## config.mk

```make
export PLATFORM = sky130hd
export DESIGN_NAME = word_serializer_flat
export DESIGN_NICKNAME = d
export VERILOG_FILES = /design/src/rtl/word_serializer_if.sv /design/src/rtl/word_serializer.sv /design/src/flat_wrapper.sv
export SDC_FILE = /design/constraint.sdc
export NUM_CORES = 1
export LEC_CHECK = 0
export BUFFER_PORTS_ARGS = -buffer_cell sky130_fd_sc_hd__buf_2
export CAP_MARGIN = 20
export CORE_AREA = 2 2 39 41
export DETAILED_ROUTE_END_ITERATION = 10
export DIE_AREA = 0 0 41 43
export PLACE_DENSITY = 0.62
export SYNTH_ARGS = -nofsm -noshare
export SYNTH_HDL_FRONTEND = slang
export SYNTH_SLANG_ARGS = --single-unit
```

## constraint.sdc

```tcl
create_clock -name CLK -period 1.87 [get_ports CLK]
set_clock_uncertainty 0.1 [all_clocks]
set_input_delay 0.0935 -clock CLK [delete_from_list [all_inputs] [get_ports CLK]]
set_output_delay 0.0935 -clock CLK [all_outputs]
set_load 0.01 [all_outputs]
```

## src/rtl/word_serializer_if.sv

```systemverilog
// Handshake bundle for word_serializer: parallel word in, serial bit stream out.
interface word_serializer_if #(
  parameter int WIDTH = 4
);
  logic [WIDTH-1:0] I;
  logic             I_valid;
  logic             I_ready;
  logic             O;
  logic             O_valid;
  logic             O_ready;
  logic             O_last;
  logic             O_and;

  // Valid/ready on both sides: a beat moves on a rising edge where valid && ready.
  // Once valid is raised, payload stays stable until ready takes it; I_ready may
  // depend combinationally on O_ready (last-beat reload path).
  modport slave (
    input  I, I_valid, O_ready,
    output I_ready, O, O_valid, O_last, O_and
  );

  modport master (
    output I, I_valid, O_ready,
    input  I_ready, O, O_valid, O_last, O_and
  );
endinterface

```

## src/rtl/word_serializer.sv

```systemverilog
// LSB-first word serializer with a running AND-reduction of the bits sent so far.
module word_serializer #(
  parameter int WIDTH = 4
) (
  input  logic                CLK,
  input  logic                RESET,
  word_serializer_if.slave    bus,
  output logic                busy
);

  localparam int CNT_W = (WIDTH > 1) ? $clog2(WIDTH) : 1;
  localparam logic [CNT_W-1:0] CNT_LAST = CNT_W'(WIDTH - 1);

  localparam logic [0:0] ST_IDLE  = 1'b0;
  localparam logic [0:0] ST_SHIFT = 1'b1;

  logic [0:0]       state_q, state_d;
  logic [WIDTH-1:0] shreg_q, shreg_d;
  logic [CNT_W-1:0] cnt_q,   cnt_d;
  logic             acc_q,   acc_d;

  logic in_shift;
  logic is_last;
  logic o_and;
  logic i_ready;
  logic in_xfer;
  logic out_xfer;

  assign in_shift = (state_q == ST_SHIFT);
  assign is_last  = in_shift && (cnt_q == CNT_LAST);
  assign o_and    = in_shift && acc_q && shreg_q[0];

  // Accept a new word when idle, or on the cycle the last beat is consumed.
  assign i_ready  = !RESET && ((state_q == ST_IDLE) || (is_last && bus.O_ready));
  assign in_xfer  = bus.I_valid && i_ready;
  assign out_xfer = in_shift && bus.O_ready;

  assign bus.I_ready = i_ready;
  assign bus.O_valid = in_shift;
  assign bus.O       = in_shift && shreg_q[0];
  assign bus.O_last  = is_last;
  assign bus.O_and   = o_and;
  assign busy        = in_shift;

  always_comb begin
    state_d = state_q;
    shreg_d = shreg_q;
    cnt_d   = cnt_q;
    acc_d   = acc_q;
    case (state_q)
      ST_IDLE: begin
        if (in_xfer) begin
          shreg_d = bus.I;
          cnt_d   = '0;
          acc_d   = 1'b1;
          state_d = ST_SHIFT;
        end
      end
      ST_SHIFT: begin
        if (out_xfer) begin
          if (is_last) begin
            if (in_xfer) begin
              shreg_d = bus.I;
              cnt_d   = '0;
              acc_d   = 1'b1;
            end else begin
              state_d = ST_IDLE;
              cnt_d   = '0;
              acc_d   = 1'b1;
            end
          end else begin
            shreg_d = shreg_q >> 1;
            cnt_d   = cnt_q + CNT_W'(1);
            acc_d   = o_and;
          end
        end
      end
      default: begin
        state_d = ST_IDLE;
      end
    endcase
  end

  always_ff @(posedge CLK) begin
    if (RESET) begin
      state_q <= ST_IDLE;
      shreg_q <= '0;
      cnt_q   <= '0;
      acc_q   <= 1'b1;
    end else begin
      state_q <= state_d;
      shreg_q <= shreg_d;
      cnt_q   <= cnt_d;
      acc_q   <= acc_d;
    end
  end

endmodule

```

## src/flat_wrapper.sv

```systemverilog
// flat-port wrapper written by rule: the top's interface ports become plain ports
module word_serializer_flat 
#(
  parameter int WIDTH = 4
)
  (CLK, RESET, busy, bus_I, bus_I_valid, bus_O_ready, bus_I_ready, bus_O, bus_O_valid, bus_O_last, bus_O_and);
  word_serializer_if #(.WIDTH(WIDTH)) bus_i ();
  input  logic CLK;
  input  logic RESET;
  output logic busy;
  input wire logic [$bits(bus_i.I)-1:0] bus_I;
  input wire logic [$bits(bus_i.I_valid)-1:0] bus_I_valid;
  input wire logic [$bits(bus_i.O_ready)-1:0] bus_O_ready;
  output wire logic [$bits(bus_i.I_ready)-1:0] bus_I_ready;
  output wire logic [$bits(bus_i.O)-1:0] bus_O;
  output wire logic [$bits(bus_i.O_valid)-1:0] bus_O_valid;
  output wire logic [$bits(bus_i.O_last)-1:0] bus_O_last;
  output wire logic [$bits(bus_i.O_and)-1:0] bus_O_and;
  assign bus_i.I = bus_I;
  assign bus_i.I_valid = bus_I_valid;
  assign bus_i.O_ready = bus_O_ready;
  assign bus_I_ready = bus_i.I_ready;
  assign bus_O = bus_i.O;
  assign bus_O_valid = bus_i.O_valid;
  assign bus_O_last = bus_i.O_last;
  assign bus_O_and = bus_i.O_and;
  word_serializer #(.WIDTH(WIDTH)) u_core (.CLK(CLK), .RESET(RESET), .bus(bus_i), .busy(busy));
endmodule
```

==> results list, run 1 <==
* Result of the run: complete, no violations
* DR pass1 iterations: 4
* Number of flops mapped to enable cells by yosys: 0
- Of the total synthesized cell area, the portion taken by AND, OR, NAND and NOR gates is 0.328.
- Mean instance size in the synthesized netlist: 8.62 um^2
* Syn-to-layout area delta: 20.7%
- Sequential fraction of design power: 0.477
- Entering global routing, the biggest net connects 11 pins.
* Reg2Reg Depth: 3
- Slew at the pin closest to its max-slew limit: 0.243 ns
* Die Y: 43 um
- The worst path needs 1.58 ns of the cycle, external delays included.
* Combinational share of power: 0.185
- STA classifies the critical path endpoint as an output pin.
* CTS tree: done
* Synthesized instance count: 54
* Leading cell type by number of instances after synthesis: sky130_fd_sc_hd__dfxtp_1
* Flip-flop and latch count after synthesis: 8
- The first global-routing pass estimated 1.55 mm of wire.
- The number of global-route vias before repair came to 380.
* Clock latency of the later-clocked register in the worst-skew pair: 0.26 ns
* Sum of net half-perimeters after detailed placement: 694 um
- Biggest area consumer among synthesized cells: sky130_fd_sc_hd__dfxtp_1
- Setup repair after global routing missed its margin: no
* Fraction of final layout cells with drive strength greater than 1: 0.324
- After clock tree synthesis, the clock-pin slew on the worst setup and hold paths is 0.06 ns.
- Combinational family with the most area after synthesis: simple AND/OR/NAND/NOR gates
- Synthesized netlist net count: 63
* Number of hold buffers added after CTS: 0
- For this run, the leading register cell type out of synthesis is sky130_fd_sc_hd__dfxtp_1.
- Count of buffers inserted at the top-level ports: 13
- Global routing finished with a remaining overflow of 0.
- After floorplanning, the core was sized to cover 0.00138 mm^2.
* Flop2flop setup slack: 0.40 ns
- By count the netlist is led by sky130_fd_sc_hd__dfxtp_1, sky130_fd_sc_hd__a21oi_1, sky130_fd_sc_hd__nor2b_1, sky130_fd_sc_hd__nor3b_1, sky130_fd_sc_hd__o21ai_0.
* Sw Ratio: 0.268
- Setup Buffers After CTS: 0
* DRC violation count after routing: 0
- Accumulated negative setup slack: 0 ns
* Number of buffers added by the clock tree synthesis step: 3
* Static Leakage: 0.262 nW
- Share of flip-flops with an asynchronous set or reset after synthesis: 0
- Min-Delay Path Class: input pin to flip-flop
- The detailed router finished its first iteration with 8 violations.
- Sw power: 0.108 mW
* H-tree depth: 1
- Num rows: 14
- DR WL/cell: 11.2 um
- For the worst setup path, the data required time is 1.68 ns.
- Routability-driven placement finished with a final weighted congestion of 0.725.
- In this run the worst path has a maximum fanout of 8.
- Max-cap violations in this run came to 0.
* Compound-Gate Fraction of Synth Area: 0.245
- Of the post-synthesis cell area, the dominant cell type holds 0.344.
* Int Power: 0.295 mW
* Worst-case headroom to the max-slew limit: 0.836
- Die span in x: 41 um
* Peak clock frequency supported by timing: 634 MHz
- Effective utilization at floorplan: 0.336
- All-Layer GR Usage: 0.131
* Number of hold-slack violations in the final timing report: 0
- The critical path in this run is classified as flip-flop to output pin.
* Fraction of synthesized cell area in xor and xnor cells: 0
* Initial antenna violation count: 0
* Post-cts repair resize count: 0
- Number of placed I/O pins: 14
- Total routed wirelength: 942 um
- Along the worst hold path, the cell count comes to 2.
* Number of buffers on the longest clock path: 2
* Count of synthesis-stage warnings from yosys: 0
- Setup violations remaining at the end of the flow were counted as 0.
* Root buffer selected by CTS: sky130_fd_sc_hd__clkbuf_4
* Cell area after technology mapping: 465 um^2
* Vias per inst: 5.08
* Final count of pins violating max slew: 0
- Multiplexer area fraction after synthesis: 0
- Leading post-synthesis cells by cell area: sky130_fd_sc_hd__dfxtp_1, sky130_fd_sc_hd__a21oi_1, sky130_fd_sc_hd__nor3b_1
* Power Dens Cells: 717 mW/mm^2
- The final layout contains 79 nets.
- Antenna fix cells: 0
- The share of total power dissipated in the clock network is 0.338.
* CP Data Arrival Time: 1.38 ns
* Startpoint class of the critical path: flip-flop
* Core occupancy in the finished layout: 0.406
- Via total after detailed routing: 427
- The share of the Yosys chip area taken by registers is 0.344.
- Dividing the final minimum period by the clock period gives 0.844.
* Post-route antenna net violation count: 0
* TritonCTS sink count: 8
- Of the total synthesized cell area, the portion taken by full adders, half adders and majority gates is 0.0269.
- Synthesis instantiated 29 different standard cells from the library.
- Die Area: 0.00176 mm^2
- The worst-case IR drop observed on VDD is 0.568 mV.
area by class of cell:
type                    count  area [um^2]
fillers                   156          822
inverters                   2         7.51
repair buffers             14         72.6
well taps                  16         20.0
flip-flops and latches      8          160
clock buffers               3         22.5
multi-input cells          41          279
metrics by stage:
step | std cells | setup WS (ns) | hold slack [ns] | cell area (um^2) | total power, mW
after detailed placement | 81 | 0.409 | 0.270 | 539 | 0.270
after CTS | 84 | 0.277 | 0.00181 | 562 | 0.410
after global placement | 81 | 0.423 | 0.263 | 539 | 0.270
final | 84 | 0.292 | 0.0107 | 562 | 0.403
after global routing | 84 | 0.184 | 0.0137 | 562 | 0.427
after floorplan | 54 | 0.433 | 0.157 | 465 | 0.247
layout by cell type (no fill, tap or decap):
cell type,n
sky130_fd_sc_hd__dfxtp_1,8
sky130_fd_sc_hd__nor4bb_1,1
sky130_fd_sc_hd__ha_1,1
sky130_fd_sc_hd__inv_1,2
sky130_fd_sc_hd__o211a_1,1
sky130_fd_sc_hd__nor3b_1,3
sky130_fd_sc_hd__nand3_1,1
sky130_fd_sc_hd__and2_1,2
sky130_fd_sc_hd__o21ai_0,3
sky130_fd_sc_hd__a31oi_1,2
sky130_fd_sc_hd__nor3_1,1
sky130_fd_sc_hd__clkbuf_4,3
sky130_fd_sc_hd__and3_1,1
sky130_fd_sc_hd__o221a_2,1
sky130_fd_sc_hd__buf_2,13
sky130_fd_sc_hd__a21o_1,1
sky130_fd_sc_hd__and3b_2,1
sky130_fd_sc_hd__and2_2,1
sky130_fd_sc_hd__buf_4,1
sky130_fd_sc_hd__or2b_1,1
sky130_fd_sc_hd__or3b_4,1
sky130_fd_sc_hd__nor2_1,2
sky130_fd_sc_hd__a311oi_1,1
sky130_fd_sc_hd__nand2_1,2
sky130_fd_sc_hd__a21bo_2,1
sky130_fd_sc_hd__nand2b_1,2
sky130_fd_sc_hd__nor2b_1,3
sky130_fd_sc_hd__a21oi_1,6
sky130_fd_sc_hd__nand4b_1,1
sky130_fd_sc_hd__a211o_1,1
metal layers:
metal	GRT usage	vias up	wire length (um)
met5	0	-	0
met4	0.0600	0	0
met3	0.0628	0	57
met2	0.194	10	453
met1	0.152	194	431
li1	-	223	-
power groups by stage:
stage / clock [mW] / sequential (mW) / combinational, mW
final: 0.136 / 0.192 / 0.0744
after global routing: 0.150 / 0.194 / 0.0823
after CTS: 0.143 / 0.192 / 0.0747
after detailed placement: 0 / 0.196 / 0.0744
after global placement: 0 / 0.196 / 0.0744
after floorplan: 0 / 0.194 / 0.0525
critical path, cell delays in order, from the launching register on:
cell,delay (ns)
sky130_fd_sc_hd__dfxtp_1,0.32
sky130_fd_sc_hd__ha_1,0.28
sky130_fd_sc_hd__a21bo_2,0.27
sky130_fd_sc_hd__nor2b_1,0.13
sky130_fd_sc_hd__buf_2,0.14
worst paths after layout:
check	start	end
hold reg to reg	u_core.acc_q	u_core.acc_q
hold / removal	bus_I[1]	u_core.shreg_q[1]
setup reg to reg	u_core.bus.O_valid	u_core.acc_q
setup / recovery	u_core.cnt_q[0]	bus_I_ready
state kept, by name, summed over array words and instances, names as in the netlist:
register	count
u_core.shreg_q	4
u_core.bus.O_valid	1
u_core.acc_q	1
u_core.cnt_q	2
cell families (layout without fill, tap and decap cells):
logic type / after synthesis / in the layout
AOI/OAI and AO/OA: 17 / 17
DFF: 8 / 8
adders and majority gates: 1 / 1
and+or+nand+nor: 23 / 23
buffers and inverters: 5 / 19
No activity file was read; power rests on OpenSTA's default activity.
==> run 2: changes to the inputs <==
- ABC_AREA: default -> 1
- clock period: 1.87 -> 1.58 ns (I/O delays scaled with it)
==> results list, run 2 <==
* Result of the run: complete, no violations
* Die Area: 0.00176 mm^2 (unchanged)
* Worst Setup End Kind: output pin
* Req. time, crit path: 1.40 ns (-0.28 ns)
- Registers with the highest flip-flop counts: u_core.shreg_q x4, u_core.cnt_q x2
- Cell area after technology mapping: 468 um^2 (+0.54%)
* DRC violation count after routing: 0 (unchanged)
* Largest fanout on the critical path: 3 (-5)
* Worst stage delay on the critical path: 0.34 ns (+0.02 ns)
- The total iterations of the first detailed-routing run is 4 (unchanged).
- The CTS sink count is 8 (unchanged).
- Total routed wirelength: 867 um (-8.0%)
* Largest net degree at the start of global routing: 11 (unchanged)
- Global placer's final weighted congestion: 0.727 (+0.28%)
- Counting flops per register, the top entry is u_core.shreg_q.
- The met1 routing resource usage after global routing was 0.145 (-0.00645).
- Die Y: 43 um (unchanged)
- The number of enable flip-flop cells after synthesis came to 0 (unchanged).
* Accumulated negative setup slack: 0 ns (unchanged)
- Clock Pin Slew Worst Setup and Hold Paths: 0.06 ns (about the same)
- The cell count after synthesis was 68 (+26%).
- Slew at the pin closest to its max-slew limit: 0.316 ns (+0.0730 ns)
* Count of synthesis-stage warnings from yosys: 0 (unchanged)
- The count of input and output buffers was 13 (unchanged).
- The total design power was 0.496 mW (+23%).
- The number of pins exceeding their max-slew limit in the final report was 0 (unchanged).
* Critical path buffer and inverter count: 2 (+1)
* Fraction of final layout cells with drive strength greater than 1: 0.282 (-0.0412)
* Number of placed I/O pins: 14 (unchanged)
- The total of endpoints with negative setup slack in the final report was 0 (unchanged).
- The post-synthesis async set-or-reset flop share is 0 (unchanged).
* Leading cell type by number of instances after synthesis: sky130_fd_sc_hd__nand2_1
- The final layout net count is 96 (+22%).
- H-tree depth: 1 (unchanged)
- The total global routing overflow is 0 (unchanged).
- The root buffer cell chosen for the clock tree is sky130_fd_sc_hd__clkbuf_4.
- Area of the core: 0.00138 mm^2 (unchanged)
- The worst endpoint data arrival time was 1.27 ns (-0.11 ns).
* Area after detailed placement: 534 um^2 (-0.93%)
- Vias per inst: 4.33 (-15%)
- The routed length per placed instance was 8.58 um (-23%).
- Flip-flop and latch count after synthesis: 8 (unchanged)
* Beginning of the critical path: u_core.cnt_q[0]
* Number of buffers on the longest clock path: 2 (unchanged)
- The path class of the tightest hold or removal check is input pin to flip-flop.
* Setup Buffers After CTS: 0 (unchanged)
- Mean instance size in the synthesized netlist: 6.88 um^2 (-20%)
* Post-route antenna net violation count: 0 (unchanged)
- Post-route worst hold slack: 0.0828 ns (+0.0721 ns)
- The library cell used most frequently in the layout, excluding fill and tap cells, is sky130_fd_sc_hd__nand2_1.
- Effective utilization at floorplan: 0.338 (+0.00181)
* Peak clock frequency supported by timing: 692 MHz
- The final count of hold timing violations is 0 (unchanged).
* Num rows: 14 (unchanged)
- Count of unique library cells instantiated by Yosys: 18 (-38%)
* Number of buffers added by the clock tree synthesis step: 3 (unchanged)
- List of cells traversed by the critical path: ha_1, nand3_2, nand2_2, inv_1, nor2_1, buf_2
* Setup repair after global routing missed its margin: no
- The number of flip-flops under the largest register name is 4 (unchanged).
- Class of the most critical setup path: flip-flop to output pin
- Number of global-route vias before repair: 372 (-2.1%)
* Met3 Use GR: 0.0942 (+0.0314)
- The die width was 41 um (unchanged).
* Startpoint class of the critical path: flip-flop
- The post-synth net total is 77 (+22%).
- Number of design-rule violations left by the first detailed-router iteration: 6 (-2)
- Met2 Resource Use GR: 0.181 (-0.0125)
- The power per unit of standard cell area was 845 mW/mm^2 (+18%).
* All-Layer GR Usage: 0.125 (-0.00603)
- Clock latency of the later-clocked register in the worst-skew pair: 0.25 ns (about the same)
- The largest vdd supply drop came to 0.393 mV (-31%).
- Routing layer with the top usage in global route: met2
- The area growth from synthesis to layout is 25.4%.
- The relative max-transition margin is 0.789 (-0.0467).
- Reg-to-Reg Start: u_core.cnt_q[0]
* Top flip-flop cell by instance count after synthesis: sky130_fd_sc_hd__dfxtp_1
- Share of the synthesized area in the top cell type: 0.342 (-0.00184)
- Shortest clock period the worst path allows after layout: 1.45 ns
- Static Leakage: 0.340 nW (+30%)
* Fraction of the cycle the final worst path needs: 0.915
- On the critical path the largest part of the delay comes from flip-flops.
* Global-route wire length before repair: 1.43 mm (-7.6%)
- The sequential cell area fraction in the yosys report was 0.342 (-0.00184).
- Commonest cells post-synth: sky130_fd_sc_hd__nand2_1, sky130_fd_sc_hd__inv_1, sky130_fd_sc_hd__dfxtp_1
* Standard cell with the maximum stage delay on the critical path: sky130_fd_sc_hd__dfxtp_1
- Summed over all instances, the cell type with the most area after synthesis is sky130_fd_sc_hd__dfxtp_1.
- The HPWL after detailed placement was 668 um (-3.6%).
* Final design instance area without fill: 587 um^2 (+4.5%)
* Leading post-synthesis cells by cell area: sky130_fd_sc_hd__dfxtp_1, sky130_fd_sc_hd__nand2_1, sky130_fd_sc_hd__inv_1
* Most frequent cells in the layout: sky130_fd_sc_hd__nand2_1, sky130_fd_sc_hd__inv_1, sky130_fd_sc_hd__buf_2, sky130_fd_sc_hd__dfxtp_1
- In this run the most critical hold path is launched from bus_I[1].
- CTS tree: done
* Max cap viols: 0 (unchanged)
* Initial antenna violation count: 0 (unchanged)
- The total vias in the final route came to 437 (+2.3%).
- Antenna fix cells: 0 (unchanged)
-- run 2: cells by family after synthesis --
group	synth area share
simple gates	0.321
buf+inv	0.155
compound gates	0.155
flops	0.342
fa+ha+maj	0.0267
-- run 2: repair_timing --
| item | CTS | global route |
|---|---|---|
| gates resized for setup | 0 | 0 |
| hold endpoints to repair | 3 | 0 |
| hold buffers | 3 | 0 |
-- run 2: report_power, final --
part / switching (mW) / leakage (nW) / total [mW] / internal, mW
combinational: 0.0590 / 0.260 / 0.104 / 0.0454
clock: 0.0710 / 0.0138 / 0.158 / 0.0870
sequential: 0.0127 / 0.0663 / 0.234 / 0.221
total: 0.143 / 0.340 / 0.496 / 0.353
-- run 2: tightest hold or removal path, stage by stage --
cell                      delay [ns]
sky130_fd_sc_hd__buf_2          0.10
sky130_fd_sc_hd__nand2_1        0.05
sky130_fd_sc_hd__nand3_1        0.07
sky130_fd_sc_hd__nand2_1        0.06
sky130_fd_sc_hd__nor2_1         0.04
-- run 2: final timing paths --
kind                                           to  slack (ns)  depth (start not counted)
worst min register to register  u_core.shreg_q[1]        0.37                          2
worst max-delay path                  bus_I_ready        0.13                          6
worst max register to register  u_core.shreg_q[3]        0.20                         10
worst min-delay path            u_core.shreg_q[1]        0.08                          5
-- run 2: per-stage QoR --
| step | instances | setup slack [ns] | utilization |
|---|---|---|---|
| 5_1_grt | 101 | 0.0464 | 0.424 |
| 2_1_floorplan | 68 | 0.320 | - |
| 6_report | 101 | 0.134 | 0.424 |
| 3_3_place_gp | 95 | 0.232 | 0.386 |
| 4_1_cts | 101 | 0.113 | 0.424 |
| 3_5_place_dp | 95 | 0.199 | 0.386 |
-- run 2: metal layers --
layer	routed length, um	part of all wire
met1	420	0.48
met2	380	0.44
met3	66	0.076
met4	0	0
met5	0	0
-- run 2: final cells by class --
cell class                      instances  area (um^2)
Fill cell                             152          797
Multi-Input combinational cell         44          235
Sequential cell                         8          160
Timing Repair Buffer                   16         95.1
Inverter                               14         53.8
Clock buffer                            3         22.5
Tap cell                               16         20.0
